==> src/rtl/pipo_shift_reg.sv <==
// pipo_shift_reg: parallel-load register with a multi-cycle SRA/SRL/SLL/ROR shift engine and start/busy/done handshake.
module pipo_shift_reg #(
  parameter int WIDTH = 8,
  parameter int CNT_W = $clog2(WIDTH) + 1
) (
  input  logic             clk,
  input  logic             reset,
  input  logic             ld,
  input  logic [WIDTH-1:0] A,
  input  logic [1:0]       mode,
  input  logic             start,
  input  logic [CNT_W-1:0] shamt,
  input  logic             sin,
  output logic [WIDTH-1:0] D,
  output logic             sout,
  output logic             busy,
  output logic             done
);
  logic [WIDTH-1:0] d_q, d_d, shift_val;
  logic [CNT_W-1:0] cnt_q, cnt_d;
  logic [1:0]       mode_q, mode_d;
  logic             sout_q, sout_d, busy_q, busy_d, done_q, done_d, shift_out;
  // sin is only selected in SRL/SLL so it cannot leak into D from other modes
  always_comb begin
    shift_val = mode_q == 2'b00 ? {d_q[WIDTH-1], d_q[WIDTH-1:1]} :
                mode_q == 2'b01 ? {sin, d_q[WIDTH-1:1]} :
                mode_q == 2'b10 ? {d_q[WIDTH-2:0], sin} :
                                  {d_q[0], d_q[WIDTH-1:1]};
    shift_out = mode_q == 2'b10 ? d_q[WIDTH-1] : d_q[0];
  end
  always_comb begin
    d_d    = d_q;
    sout_d = sout_q;
    busy_d = busy_q;
    done_d = 1'b0;
    cnt_d  = cnt_q;
    mode_d = mode_q;
    if (busy_q) begin
      d_d    = shift_val;
      sout_d = shift_out;
      cnt_d  = cnt_q - CNT_W'(1);
      if (cnt_q == CNT_W'(1)) begin
        busy_d = 1'b0;
        done_d = 1'b1;
      end
    end else if (ld) begin
      d_d = A;
    end else if (start) begin
      mode_d = mode;
      if (shamt == '0) begin
        done_d = 1'b1;
      end else begin
        busy_d = 1'b1;
        cnt_d  = shamt;
      end
    end
  end
  always_ff @(posedge clk) begin
    if (reset) begin
      d_q    <= '0;
      sout_q <= 1'b0;
      busy_q <= 1'b0;
      done_q <= 1'b0;
      cnt_q  <= '0;
      mode_q <= 2'b00;
    end else begin
      d_q    <= d_d;
      sout_q <= sout_d;
      busy_q <= busy_d;
      done_q <= done_d;
      cnt_q  <= cnt_d;
      mode_q <= mode_d;
    end
  end
  assign D    = d_q;
  assign sout = sout_q;
  assign busy = busy_q;
  assign done = done_q;
endmodule

==> config.mk <==
export PLATFORM = sky130hd
export DESIGN_NAME = pipo_shift_reg
export DESIGN_NICKNAME = d
export VERILOG_FILES = /design/src/rtl/pipo_shift_reg.sv
export SDC_FILE = /design/constraint.sdc
export NUM_CORES = 1
export LEC_CHECK = 0
export ABC_AREA = 1
export ABC_CLOCK_PERIOD_IN_PS = 1700
export BUFFER_PORTS_ARGS = -buffer_cell sky130_fd_sc_hd__buf_2
export CORE_ASPECT_RATIO = 0.8
export CORE_MARGIN = 4
export CORE_UTILIZATION = 29
export CTS_BUF_LIST = sky130_fd_sc_hd__clkbuf_4
export DETAILED_ROUTE_END_ITERATION = 10
export PLACE_DENSITY = 0.51
export SKIP_CTS_REPAIR_TIMING = 1
export SLEW_MARGIN = 5
export SYNTH_ARGS = -nofsm -noshare
export SYNTH_HDL_FRONTEND = slang
export SYNTH_SLANG_ARGS = --single-unit
==> constraint.sdc <==
create_clock -name clk -period 1.7 [get_ports clk]
set_clock_uncertainty 0.1 [all_clocks]
set_input_delay 0.085 -clock clk [delete_from_list [all_inputs] [get_ports clk]]
set_output_delay 0.085 -clock clk [all_outputs]
set_load 0.01 [all_outputs]
==> impl_results.md, run 1 <==
* Die width at 72.3 um
* Endpoints failing setup at 0
* Worst Tran Pin Value at 0.360 ns
* Hold/Removal Path Class: input pin to flop
* Combinational family with the most area after synthesis: compound AO/OA/AOI/OAI gates
* Via count at 1002
* Clk_lat worst skew at 0.29 ns
* Dpl cells at 201
* R2r startpoint: mode_q[1]$_SDFFE_PP0P_
* Fmax at 772 MHz
* DP Wirelength at 1890 um
* Routability congestion estimate at 0.768
* Cells on worst reg2reg path at 6
* DR vias/cell at 4.75
* Initial Utilization at 30.7%
* Area leader, netlist: dfxtp_1
* Post-Synth Simple-Gate Area at 23.3%
* First-pass GRT wire length at 4080 um
* Routed Wire Length at 2530 um
* Min Tclk post-route at 1.30 ns
* Required time of the critical path at 1.82 ns
* Unrepaired setup endpoints after global routing: false
* Crit path cell chain: inv_2 > nor2_4 > nor2_1 > nor2_1 > o21ai_1 > a21oi_1
* CTS Buffer Depth at 2
* Pwr/cell area at 772 nW/um^2
* Nature of the critical path startpoint: flop
* PortBufs at 29
* WHS at -0.00266 ns
* Clock Pin Slew Worst Setup and Hold Paths at 0.10 ns
* Synth Area per Inst at 7.11 um^2
* TritonCTS Buffers at 3
* Die Y at 59.5 um
* Synth top area cells: dfxtp_1 35%, o21ai_0 7.8%, a21oi_1 7.3%
* Clock Tree Root: clkbuf_4
* CP startpoint: mode_q[1]$_SDFFE_PP0P_
* Seq/Total Area, Yosys at 35.5%
* FP Rows at 18
* Worst setup path class: flop to flop
* Largest net degree at the start of global routing at 20
* #FFs+latches synth at 17
* Worst-path fanout max at 16
* TritonCTS clock tree: built
* Sw power at 0.307 mW
* Post-detailed-route wirelength per cell at 12.0 um
* P_leak at 0.543 nW
* Reg2Reg Setup Slack at 0.40 ns
* Initial antenna violation count at 0
* Synth Area in XOR/XNOR at 0%
* Area share of the largest cell type after synthesis at 35.5%
* Post-synthesis cell count at 135
* Synth cell types at 22
* Layout cells sized above 1 at 31.0%
* Reg power frac at 49.3%
* CP endpoint: D[5]$_SDFFE_PP0P_
* DRC Markers at 0
* Layout Cells excl Fill at 211
* Endpoints failing hold at 1
* Cell Area, Synth at 960 um^2
* Worst r2r dst: D[5]$_SDFFE_PP0P_
* Post-synthesis adder-cell area fraction at 2.61%
* Logic pwr share at 25.3%
* Core area at 3130 um^2
* Pre-CTS setup slack at 0.425 ns
* Fin nets at 193
* Final worst path period share at 76.2%
* Arrival time worst endpoint at 1.42 ns
* Worst slew margin at 76.0%
* Area Overhead vs Synth at 27.8%
* Worst Setup End Kind: flop
* Total power at 0.946 mW
* Max cap viols at 0
* Setup TNS Final at 0 ns
* Antenna viol nets, final at 0
* Total grt overflow at 0
* Crit-path most repeated cell: nor2_1
* Compound-Gate Fraction of Synth Area at 27.8%
* Synth Warn # at 0
* Peak VDD IR at 498 uV
* DR pass1 iterations at 4
* CP max stage delay at 0.36 ns
* Syn nets at 156
* Diodes inserted at 0
* Sw Ratio at 32.4%
* I/O pins at 30
* Fin worst setup slack at 0.404 ns
* Outcome: finished, violations left
* CP max-delay cell: dfxtp_1
* Pint at 0.639 mW
* Violated checks: hold timing
* Overall Global Routing Usage at 12.4%
* Vias in the first global route at 872
* Clock share of power at 25.4%
* Mux share of post-synthesis cell area at 0%
* Area of the die at 4300 um^2
* Slew Viols, Final at 0
* Htree depth at 1
* DRT iter0 DRCs at 65
* Clock sinks at 17
sequential cells by signal (all words and copies together), names as in the netlist:
| name | cells |
|---|---|
| done | 1 |
| sout | 1 |
| D | 8 |
| busy | 1 |
| mode_q | 2 |
| cnt_q | 4 |
layout make-up:
cell class	count	area, um^2
sequential	17	340
timing repair buffer	36	213
clock buffer	4	30.0
tap	40	50.0
multi-input combinational	94	515
fill	339	1900
inverter	20	77.6
critical path, delay by kind of cell, from the launching register on:
kind,cells,cell delay [ns]
flip-flops,1,0.36
AO/OA/AOI/OAI,2,0.22
AND/OR/NAND/NOR,3,0.47
buffers and inverters,1,0.08
cell families (layout without fill, tap and decap cells):
group,after synthesis,after routing
and+or+nand+nor,45,45
DFF,17,17
adders and majority gates,2,2
AOI/OAI and AO/OA,47,47
buffers and inverters,24,60
Yosys cell counts, drive strengths merged:
library cell / number
o31ai: 1
inv: 20
nor2: 11
ha: 2
nand3: 12
o211ai: 4
a21oi: 17
nor3b: 1
o21ai: 25
buf: 4
dfxtp: 17
nand2: 21
layer usage:
layer	GRT usage, %	wire length (um)	vias up
met2	17.3	1070	30
met3	4.24	151	2
li1	-	-	524
met1	17.7	1300	446
met5	0	0	-
met4	4.02	16	0
metrics by stage:
stage / util [%] / hold slack, ns / instance area [um^2]
CTS: 37.3 / -0.0667 / 1170
global placement: 36.3 / 0.246 / 1140
finish: 39.2 / -0.00266 / 1230
global route: 39.2 / 0.0000505 / 1230
detailed placement: 36.3 / 0.256 / 1140
floorplan: - / 0.0474 / 960
how the worst min path moves through the flow:
stage	startpoint	endpoint	slack, ns	cells after the start
4_1_cts	mode[0]	mode_q[0]$_SDFFE_PP0P_	-0.07	3
2_1_floorplan	reset	cnt_q[0]$_SDFFE_PP0P_	0.05	1
6_report	shamt[2]	done$_SDFF_PP0_	-0.003	4
5_1_grt	shamt[1]	done$_SDFF_PP0_	0.00005	4
3_5_place_dp	mode[0]	mode_q[0]$_SDFFE_PP0P_	0.26	3
3_3_place_gp	mode[0]	mode_q[0]$_SDFFE_PP0P_	0.25	3
power groups by stage:
stage               clock network, mW  logic, mW  registers [mW]
finish                          0.241      0.239           0.467
global route                    0.268      0.273           0.473
CTS                             0.253      0.231           0.467
detailed placement                  0      0.230           0.476
global placement                    0      0.228           0.476
floorplan                           0      0.147           0.479
layout by cell type, fill, tap and decap left out, types with 6 or more instances in the layout:
cell and n:
inv_1 11, a21oi_1 14, nand2_1 18, nand3_1 12
dlygate4sd3_1 6, dfxtp_1 17, o21ai_1 8, nor2_1 9
buf_2 29, inv_2 8, o21ai_0 15
(Power assumes the default switching activity.)
==> run 2: changes to the inputs <==
--- a/config.mk
+++ b/config.mk
@@ -6,14 +6,14 @@
 export NUM_CORES = 1
 export LEC_CHECK = 0
 export ABC_AREA = 1
-export ABC_CLOCK_PERIOD_IN_PS = 1700
+export ABC_CLOCK_PERIOD_IN_PS = 1150
 export BUFFER_PORTS_ARGS = -buffer_cell sky130_fd_sc_hd__buf_2
 export CORE_ASPECT_RATIO = 0.8
 export CORE_MARGIN = 4
 export CORE_UTILIZATION = 29
 export CTS_BUF_LIST = sky130_fd_sc_hd__clkbuf_4
 export DETAILED_ROUTE_END_ITERATION = 10
-export PLACE_DENSITY = 0.51
+export PLACE_DENSITY = 0.53
 export SKIP_CTS_REPAIR_TIMING = 1
 export SLEW_MARGIN = 5
 export SYNTH_ARGS = -nofsm -noshare
==> constraint.sdc (replaced) <==
create_clock -name clk -period 1.15 [get_ports clk]
set_clock_uncertainty 0.1 [all_clocks]
set_input_delay 0.0575 -clock clk [delete_from_list [all_inputs] [get_ports clk]]
set_output_delay 0.0575 -clock clk [all_outputs]
set_load 0.01 [all_outputs]
==> run 2 against run 1 <==
  * The flow still finishes with violations (hold timing)
  * Power rose by 56%
  * Largest cell class unchanged
  * Critical path depth fell by 4
  * Register-to-register slack got worse by 0.36 ns
  * Core utilization rose by 4.4 points
  * Combinational power rose by 80%
  * Routed wire length fell by 0.59%
==> impl_results.md, run 2 (same netlist as run 1, synthesis figures left out) <==
* DP Wirelength at 1940 um (was 1890 um)
* Dpl cells at 210 (was 201)
* Hold Path Depth at 2 (was 4)
* WHS at -0.0834 ns (was -0.00266 ns)
* Hold/Removal Path Class: input pin to flop (unchanged)
* Final worst path period share at 98.9%
* Peak VDD IR at 661 uV (was 498 uV)
* Clock sinks at 17 (unchanged)
* Nature of the critical path startpoint: flop (unchanged)
* Fin nets at 203 (was 193)
* Design area at 1360 um^2 (was 1230 um^2)
* Routed Wire Length at 2520 um (was 2530 um)
* Via count at 1022 (was 1002)
* Largest register FFs at 8 (unchanged)
* TritonCTS Buffers at 3 (unchanged)
* Clock Pin Slew Worst Setup and Hold Paths at 0.10 ns (about the same)
* Post-DP Area at 1220 um^2 (was 1140 um^2)
* Slew Viols, Final at 0 (unchanged)
* Worst Setup End Kind: output pin (was flop)
* CP startpoint: busy$_SDFF_PP0_ (was mode_q[1]$_SDFFE_PP0P_)
* Total power at 1.47 mW (was 0.946 mW)
* Die width at 72.3 um (unchanged)
* Vias in the first global route at 950 (was 872)
* R2r startpoint: busy$_SDFF_PP0_ (was mode_q[1]$_SDFFE_PP0P_)
* Violated checks: hold timing (unchanged)
* Pwr/cell area at 1080 nW/um^2 (was 772 nW/um^2)
* Area Overhead vs Synth at 42.0% (was 27.8%)
* Hold Crit Start: reset (was shamt[2])
* CP max stage delay at 0.39 ns (was 0.36 ns)
* Worst-path fanout max at 12 (was 16)
* Antenna viol nets, final at 0 (unchanged)
* Worst Tran Pin Value at 0.204 ns (was 0.360 ns)
* Total grt overflow at 0 (unchanged)
* TritonCTS clock tree: built (unchanged)
* End of the worst hold path: cnt_q[0]$_SDFFE_PP0P_ (was done$_SDFF_PP0_)
* Final Util at 43.5% (was 39.2%)
* Worst setup path class: flop to output pin (was flop to flop)
* CP max-delay cell: dfxtp_4 (was dfxtp_1)
* Die Y at 59.5 um (unchanged)
* FP Rows at 18 (unchanged)
* P_leak at 0.601 nW (was 0.543 nW)
* Initial Utilization at 30.7% (unchanged)
* Clock Tree Root: clkbuf_4 (unchanged)
* DR vias/cell at 4.62 (was 4.75)
* Initial antenna violation count at 0 (unchanged)
* Most common cell after layout, fill and taps aside: buf_2 (unchanged)
* PortBufs at 29 (unchanged)
* Post-detailed-route wirelength per cell at 11.4 um (was 12.0 um)
* Min Tclk post-route at 1.14 ns
* Reg2Reg Setup Slack at 0.04 ns (was 0.40 ns)
* Worst slew margin at 86.3% (was 76.0%)
* Outcome: finished, violations left (unchanged)
* Fmax at 880 MHz
* DRT iter0 DRCs at 43 (was 65)
* Largest net degree at the start of global routing at 17 (was 20)
* Commonest non-fill, non-tap cells in the layout: 29 x buf_2, 18 x nand2_1, 13 x dfxtp_1 (was 29 x buf_2, 18 x nand2_1, 17 x dfxtp_1, 15 x o21ai_0, 14 x a21oi_1)
* Required time of the critical path at 0.99 ns (was 1.82 ns)
* I/O pins at 30 (unchanged)
* Layout Cells excl Fill at 221 (was 211)
* Endpoints failing hold at 9 (was 1)
* Worst r2r dst: cnt_q[1]$_SDFFE_PP0P_ (was D[5]$_SDFFE_PP0P_)
* First-pass GRT wire length at 4200 um (was 4080 um)
* DRC Markers at 0 (unchanged)
* Endpoints failing setup at 0 (unchanged)
* DR pass1 iterations at 5 (was 4)
* Unrepaired setup endpoints after global routing: true (was false)
* Htree depth at 1 (unchanged)
* Crit path cell chain: buf_6 > buf_2 (was inv_2 > nor2_4 > nor2_1 > nor2_1 > o21ai_1 > a21oi_1)
* Overall Global Routing Usage at 12.4% (about the same)
* Diodes inserted at 0 (unchanged)
* Routability congestion estimate at 0.809 (was 0.768)
* Core area at 3130 um^2 (unchanged)
* Cells on worst reg2reg path at 7 (was 6)
* Clk_lat worst skew at 0.29 ns (about the same)
* Layout cells sized above 1 at 40.9% (was 31.0%)
* Max cap viols at 0 (unchanged)
* Arrival time worst endpoint at 0.98 ns (was 1.42 ns)
* Area of the die at 4300 um^2 (unchanged)
* CTS Buffer Depth at 2 (unchanged)
==> run 2: changes by cell type in the layout (fill, tap and decap cells not counted), moves of 2 or more <==
cell	change
a21oi_1	-2
a21oi_2	+2
buf_4	+9
dfxtp_1	-4
dfxtp_2	+3
o21ai_0	-3
o21ai_1	+2
==> run 2: worst max-delay path by stage <==
stage	to	slack [ns]
floorplan	cnt_q[2]$_SDFFE_PP0P_	0.02
global placement	cnt_q[2]$_SDFFE_PP0P_	0.03
detailed placement	cnt_q[2]$_SDFFE_PP0P_	-0.04
CTS	cnt_q[2]$_SDFFE_PP0P_	-0.07
global route	cnt_q[1]$_SDFFE_PP0P_	-0.05
finish	busy	0.01
==> run 2: cell type report <==
type | count | area [um^2]
clock buffers | 4 | 30.0
fillers | 339 | 1770
inverters | 20 | 82.6
multi-input cells | 94 | 551
flip-flops and latches | 17 | 348
well taps | 40 | 50.0
repair buffers | 46 | 302
==> run 2: per-layer routing <==
layer	part of all wire [%]	global-route usage, %	up-vias
met5	0	0	-
met4	0.56	3.22	0
met3	4.5	3.56	2
met2	46	20.2	25
met1	49	16.1	452
li1	-	-	543
==> run 2: power breakdown <==
| group | leakage (nW) | switching [mW] | internal [mW] |
|---|---|---|---|
| Sequential | 0.142 | 0.0508 | 0.641 |
| Combinational | 0.440 | 0.228 | 0.202 |
| Clock | 0.0184 | 0.192 | 0.158 |
| Total | 0.601 | 0.471 | 1.00 |
==> run 2: through the flow <==
step | setup TNS, ns | worst slack, ns
2_1_floorplan | 0 | 0.0180
3_3_place_gp | 0 | 0.0286
3_5_place_dp | -0.0382 | -0.0364
4_1_cts | -0.154 | -0.0682
5_1_grt | -0.274 | -0.0492
6_report | 0 | 0.0131
==> run 2: critical path, delay by kind of cell (launching register included) <==
family	cells	cell delay (ns)
flops	1	0.39
buf+inv	2	0.29
